## src/rtl/bin_to_bcd_seq.sv

```systemverilog
// Sequential binary to packed-BCD converter (shift-and-add-3).
// One double-dabble iteration per clock, start/busy/done handshake.
module bin_to_bcd_seq #(
  parameter int BIN_W  = 8,
  parameter int DIGITS = 3
) (
  input  logic                  clk,
  input  logic                  rst,
  input  logic                  start,
  input  logic [BIN_W-1:0]      bin_in,
  output logic                  busy,
  output logic                  done,
  output logic [4*DIGITS-1:0]   bcd_out,
  output logic                  overflow
);

  localparam int BW = 4 * DIGITS;

  typedef enum logic [1:0] {
    IDLE,
    CONV,
    DONE
  } state_t;

  state_t           state_q, state_d;
  logic [BIN_W-1:0] shift_q, shift_d;
  logic [BW-1:0]    work_q, work_d;
  logic [BW-1:0]    adj;
  logic [4:0]       cnt_q, cnt_d;
  logic             acc_q, acc_d;
  logic [BW-1:0]    bcd_q, bcd_d;
  logic             ovf_q, ovf_d;

  always_comb begin
    adj = work_q;
    for (int i = 0; i < DIGITS; i++) begin
      if (work_q[4*i +: 4] >= 4'd5)
        adj[4*i +: 4] = work_q[4*i +: 4] + 4'd3;
    end
  end

  always_comb begin
    state_d = state_q;
    shift_d = shift_q;
    work_d  = work_q;
    cnt_d   = cnt_q;
    acc_d   = acc_q;
    bcd_d   = bcd_q;
    ovf_d   = ovf_q;
    unique case (state_q)
      IDLE, DONE: begin
        state_d = IDLE;
        if (start) begin
          shift_d = bin_in;
          work_d  = '0;
          acc_d   = 1'b0;
          cnt_d   = 5'(BIN_W);
          state_d = CONV;
        end
      end
      CONV: begin
        // top digit's carry-out means the value needs more digits
        acc_d   = acc_q | adj[BW-1];
        work_d  = {adj[BW-2:0], shift_q[BIN_W-1]};
        shift_d = {shift_q[BIN_W-2:0], 1'b0};
        cnt_d   = cnt_q - 5'd1;
        if (cnt_q == 5'd1) begin
          bcd_d   = work_d;
          ovf_d   = acc_d;
          state_d = DONE;
        end
      end
      default: state_d = IDLE;
    endcase
  end

  always_ff @(posedge clk) begin
    if (rst) begin
      state_q <= IDLE;
      shift_q <= '0;
      work_q  <= '0;
      cnt_q   <= '0;
      acc_q   <= 1'b0;
      bcd_q   <= '0;
      ovf_q   <= 1'b0;
    end else begin
      state_q <= state_d;
      shift_q <= shift_d;
      work_q  <= work_d;
      cnt_q   <= cnt_d;
      acc_q   <= acc_d;
      bcd_q   <= bcd_d;
      ovf_q   <= ovf_d;
    end
  end

  assign busy     = (state_q == CONV);
  assign done     = (state_q == DONE);
  assign bcd_out  = bcd_q;
  assign overflow = ovf_q;

endmodule

```

## config.mk

```make
export PLATFORM = sky130hd
export DESIGN_NAME = bin_to_bcd_seq
export DESIGN_NICKNAME = d
export VERILOG_FILES = /design/src/rtl/bin_to_bcd_seq.sv
export SDC_FILE = /design/constraint.sdc
export NUM_CORES = 1
export LEC_CHECK = 0
export CAP_MARGIN = 10
export CORE_MARGIN = 2
export CORE_UTILIZATION = 48
export CTS_CLUSTER_SIZE = 12
export DETAILED_ROUTE_END_ITERATION = 8
export GPL_TIMING_DRIVEN = 1
export HOLD_SLACK_MARGIN = 0.02
export PLACE_DENSITY = 0.74
export SKIP_CTS_REPAIR_TIMING = 1
export SYNTH_ARGS = -nofsm -noshare
export SYNTH_HDL_FRONTEND = slang
export SYNTH_SLANG_ARGS = --single-unit
```

## constraint.sdc

```tcl
create_clock -name clk -period 1.5 [get_ports clk]
set_input_delay 0.375 -clock clk [delete_from_list [all_inputs] [get_ports clk]]
set_output_delay 0.375 -clock clk [all_outputs]
set_load 0.01 [all_outputs]
```

* After elaboration in Yosys (flattened, before gate mapping)
Index checks and enable logic that the tools add are counted.
Operators by class: add/subtract/negate cells 4, multipliers 0, divide/modulo/power cells 0, magnitude comparators 3, equality and inequality tests 5, shift operators 0, mux-type cells 14, bitwise logic cells 1, reductions and logical operators 5
Operators by type and width (count):
- $pmux W12 S2 | 1
- $pmux W8 S2 | 1
- $add A4 B2 Y4 const B | 3
- $ge A4 B3 Y1 const B | 3
- $mux W12 | 1
- $mux W4 | 3
- $pmux W5 S2 | 1
- $mux W8 | 1
- $eq A5 B1 Y1 const B | 1
- $mux W5 | 1
- $sub A5 B1 Y5 const B | 1
- $pmux W2 S2 | 1
- $reduce_and A2 Y1 | 2
- $eq A2 B1 Y1 const B | 1
- $eq A2 B2 Y1 const B | 1
- $logic_not A2 Y1 | 1
- $mux W1 | 2
- $mux W2 | 1
- $ne A2 B1 Y1 const B | 1
- $ne A2 B2 Y1 const B | 1
- $pmux W1 S2 | 1
- $reduce_bool A2 Y1 | 1
- $reduce_or A2 Y1 | 1
- $or A1 B1 Y1 | 1
Storage, ports and cells: register bits 41, bits in latches 0, memory bits (writable) 0, ROM bits 0, bits of input ports 11, logic and storage cells 39, memories 0

* Longest topological paths before layout
depth in word-level cells 4, mapped depth 6, gate-level depth less buffers 6

* Worst setup path after synthesis
Ideal clock, no wire load.
kind register to register, start point register cnt_q[0], end point register bcd_q[1] (netlist: bcd_out[1]), library setup time 75 ps, data arrival time 1564 ps, data required time 1425 ps, path slack -139 ps, cell stages (with the launch flop) 6, clock period less this slack 1639 ps, cell sequence dfxtp_1 > ha_1 > or4b_4 > or3_1 > clkbuf_2 > o22ai_1
Between the ends: word-level cells in the longest chain between the ends 2
Ends and longest elaborated chain:
- start, declared | line 29 | logic [4:0] cnt_q, cnt_d;
- start signal, assigned | line 90 | cnt_q <= cnt_d;
- $eq A5 B1 Y1 | line 67 | if (cnt_q == 5'd1) begin
- $reduce_and A2 Y1 (no line)
- end signal, assigned | line 84 | bcd_q <= '0;
- end signal, assigned | line 92 | bcd_q <= bcd_d;
- end, declared | line 31 | logic [BW-1:0] bcd_q, bcd_d;
Every way passes these cells. A chain may end at the register's enable or synchronous reset.

* Worst setup path in the final report
start point register cnt_q[1], end point register bcd_q[2] (netlist: bcd_out[2])
The elaborated chain is that of the path after synthesis.

==> key figures <==
STA
  – Final max-slew violation count: 0
  – Final hold slack: 0.456 ns
  – Final period util: 112%
  – Slew HR: 76.1%
  – Clock Skew: ~0.009 ns
  – Minimum clock period: 1.68 ns
  – Fin. Hold Viols: 0
  – Final setup margin: -0.178 ns
  – Final setup viols: 14
  – Maximum clock frequency: 0.596 GHz
  – Measured slew at the worst slew-check pin: 0.355 ns
  – Unrepaired setup endpoints after global routing: true

CTS
  – Number of CTS-inserted buffers: 5
  – Clock Path Buffers: 2
  – CTS Root Cell: clkbuf_8
  – CTS tree: built
  – Clock sinks: 41
  – CTS clock-pin slew for the worst setup and hold paths: 0.08 ns
  – Clock latency on the worst-skew pair: 0.31 ns
  – H-Tree Depth: 2

Floorplan
  – Die width: 65.6 um
  – Core area: 3660 um^2
  – Initial core utilization: 49.8%
  – Die area: 4300 um^2
  – Vert. Die Dim: 65.6 um
  – Core Rows: 22
  – Io pins: 26

Yosys
  – Syn Area/Cell: 8.72 um^2
  – Post-synthesis mux area share: 2.40%
  – Xor and xnor area share after synthesis: under 10%
  – Synthesized Nets: 228
  – Post-Synthesis Cells: between 200 and 250
  – Synth Warn #: 0
  – Adder-Cell Fraction of Synth Area: 5.49%
  – Synth Area in Simple Gates: between 10% and 20%
  – Library cells used by synthesis: 28
  – Flops & latches, synth: between 40 and 50
  – Synthesized area: 1820 um^2
  – Largest family of logic cells by synthesized area: compound AO/OA/AOI/OAI gates
  – Synth Area in Compound Gates: 20.9%
  – Seq/Total Area, Yosys: 45.1%

Placement
  – Worst Setup Slack post-DPL: -0.544 ns
  – Hpwl dp: 2.80 mm
  – RePlAce Congestion: a little under 0.8
  – IO buf count: 25

Cells and area
  – Layout net count: roughly 280
  – Area added between synthesis and finish: 45.5%
  – Fin util: 72.4%
  – Layout cells sized above 1: between 20% and 30%
  – Antenna Cells: 0

Pwr
  – Pwr dens: ~900 nW/um^2
  – Pleak: approximately 1.2 nW
  – Total power: 2.41 mW
  – VDD IR-drop max: 0.760 mV

Critical path
  – Crit path required time: roughly 1.7 ns
  – Startpoint types: flop
  – CP Capture Type: flop
  – CP max FO: 7
  – Worst Path Arrival: between 1.5 and 2 ns
  – Setup CP Type: flop to flop

Detailed routing
  – Initial DRC Count: roughly 110
  – Drt wl/cell: 14.8 um
  – Via density: 5.61
  – DRT Wirelength: approximately 4.6 mm
  – Vias: 1,733
  – DRC: 0
  – ANT nets after route: 0
  – DRT Pass-1 Iters: 4

Flow run
  – Max-Cap Viols: 0

Global route
  – Pin count of the biggest net entering global routing: 25
  – Initial antenna violation count: 0
  – Vias in the first global route: 1,597
  – GRT overflow: 0
  – First-pass GRT wire length: 7.04 mm
  – Tot GR Track Use: 21.3%

Min path
  – Hold Crit Class: flop to flop

Run status
  – Status: finished, violations left
  – Violated checks: negative setup slack
cell usage in the layout (no fill, tap or decap), types with 5 or more instances in the layout:
cell,n
o22ai_1,10
nor3_1,5
nand2_1,8
a22oi_1,9
a21oi_1,21
nor2_1,17
clkdlybuf4s50_1,10
nor3b_1,7
nand2b_1,8
dfxtp_2,6
o21ai_0,7
ha_1,5
inv_1,7
or3_1,5
dlymetal6s2s_1,15
dfxtp_1,35
clkbuf_8,6
buf_4,28
a211oi_1,6
worst paths after layout:
kind / cells past startpoint / slack, ns / startpoint / endpoint
min: 2 / 0.46 / shift_q[5] / shift_q[5]
min reg2reg: 2 / 0.46 / shift_q[5] / shift_q[5]
max: 5 / -0.18 / cnt_q[1] / bcd_out[2]
max reg2reg: 5 / -0.18 / cnt_q[1] / bcd_out[2]
critical path, stage by stage, from the launching register on:
cell and delay, ns:
dfxtp_2 0.33, inv_2 0.07, ha_4 0.11, or4b_4 0.49
or3_4 0.42, o22ai_1 0.18
cells in the mapped netlist:
library cell	count	area, um^2
or3_1	6	37.5
a22oi_1	9	67.6
clkbuf_1	10	37.5
nand3b_1	3	22.5
buf_4	1	7.51
nor4_1	1	6.26
nor2_1	19	71.3
ha_1	8	100
xnor2_1	3	26.3
dfxtp_1	41	821
mux2i_1	1	10.0
nor3b_1	7	52.6
nand2_1	9	33.8
nand2b_1	10	62.6
nor2b_1	2	12.5
mux2_2	3	33.8
o21ai_0	7	35.0
nand3_1	3	15.0
clkbuf_2	1	5.00
o22ai_1	14	87.6
a311oi_1	1	8.76
nor2_2	1	6.26
a21oi_1	24	120
or4b_4	1	13.8
nor3_1	5	25.0
inv_1	11	41.3
a41oi_1	1	8.76
a211oi_1	7	52.6
sequential cells by signal, indices dropped and copies added, names as in the netlist:
signal / cells
acc_q: 1
bcd_out: 12
cnt_q: 5
overflow: 1
shift_q: 8
state_q: 2
work_q: 12
layout make-up:
| class | instances | area, um^2 |
|---|---|---|
| clock inverters | 1 | 30.0 |
| fillers | 262 | 1010 |
| repair buffers | 56 | 549 |
| multi-input cells | 145 | 1050 |
| flip-flops and latches | 41 | 828 |
| well taps | 48 | 60.1 |
| inverters | 11 | 41.3 |
| clock buffers | 7 | 86.3 |
logic make-up after synthesis:
kind of cell,after synthesis
AO/OA/AOI/OAI,63
XOR/XNOR,3
adder cells (fa/ha/maj),8
buffers and inverters,23
flip-flops,41
multiplexers,4
AND/OR/NAND/NOR,67
power by group:
part	internal, mW	switching [mW]
Clock	0.543	0.401
Combinational	0.152	0.165
Sequential	1.13	0.0231
per-stage QoR:
stage / cell area [um^2] / cells / setup TNS, ns
after floorplan: 1820 / 209 / -1.22
after global placement: 2300 / 297 / -12.25
after detailed placement: 2300 / 297 / -13.20
after CTS: 2410 / 305 / -6.75
after global routing: 2650 / 309 / -2.74
final: 2650 / 309 / -1.72
per-layer routing:
layer	track usage [%]	routed length, um
met5	0	0
met4	10.7	63
met3	4.62	184
met2	37.2	2350
met1	24.5	1970
Power figures use the tool's default switching activity.
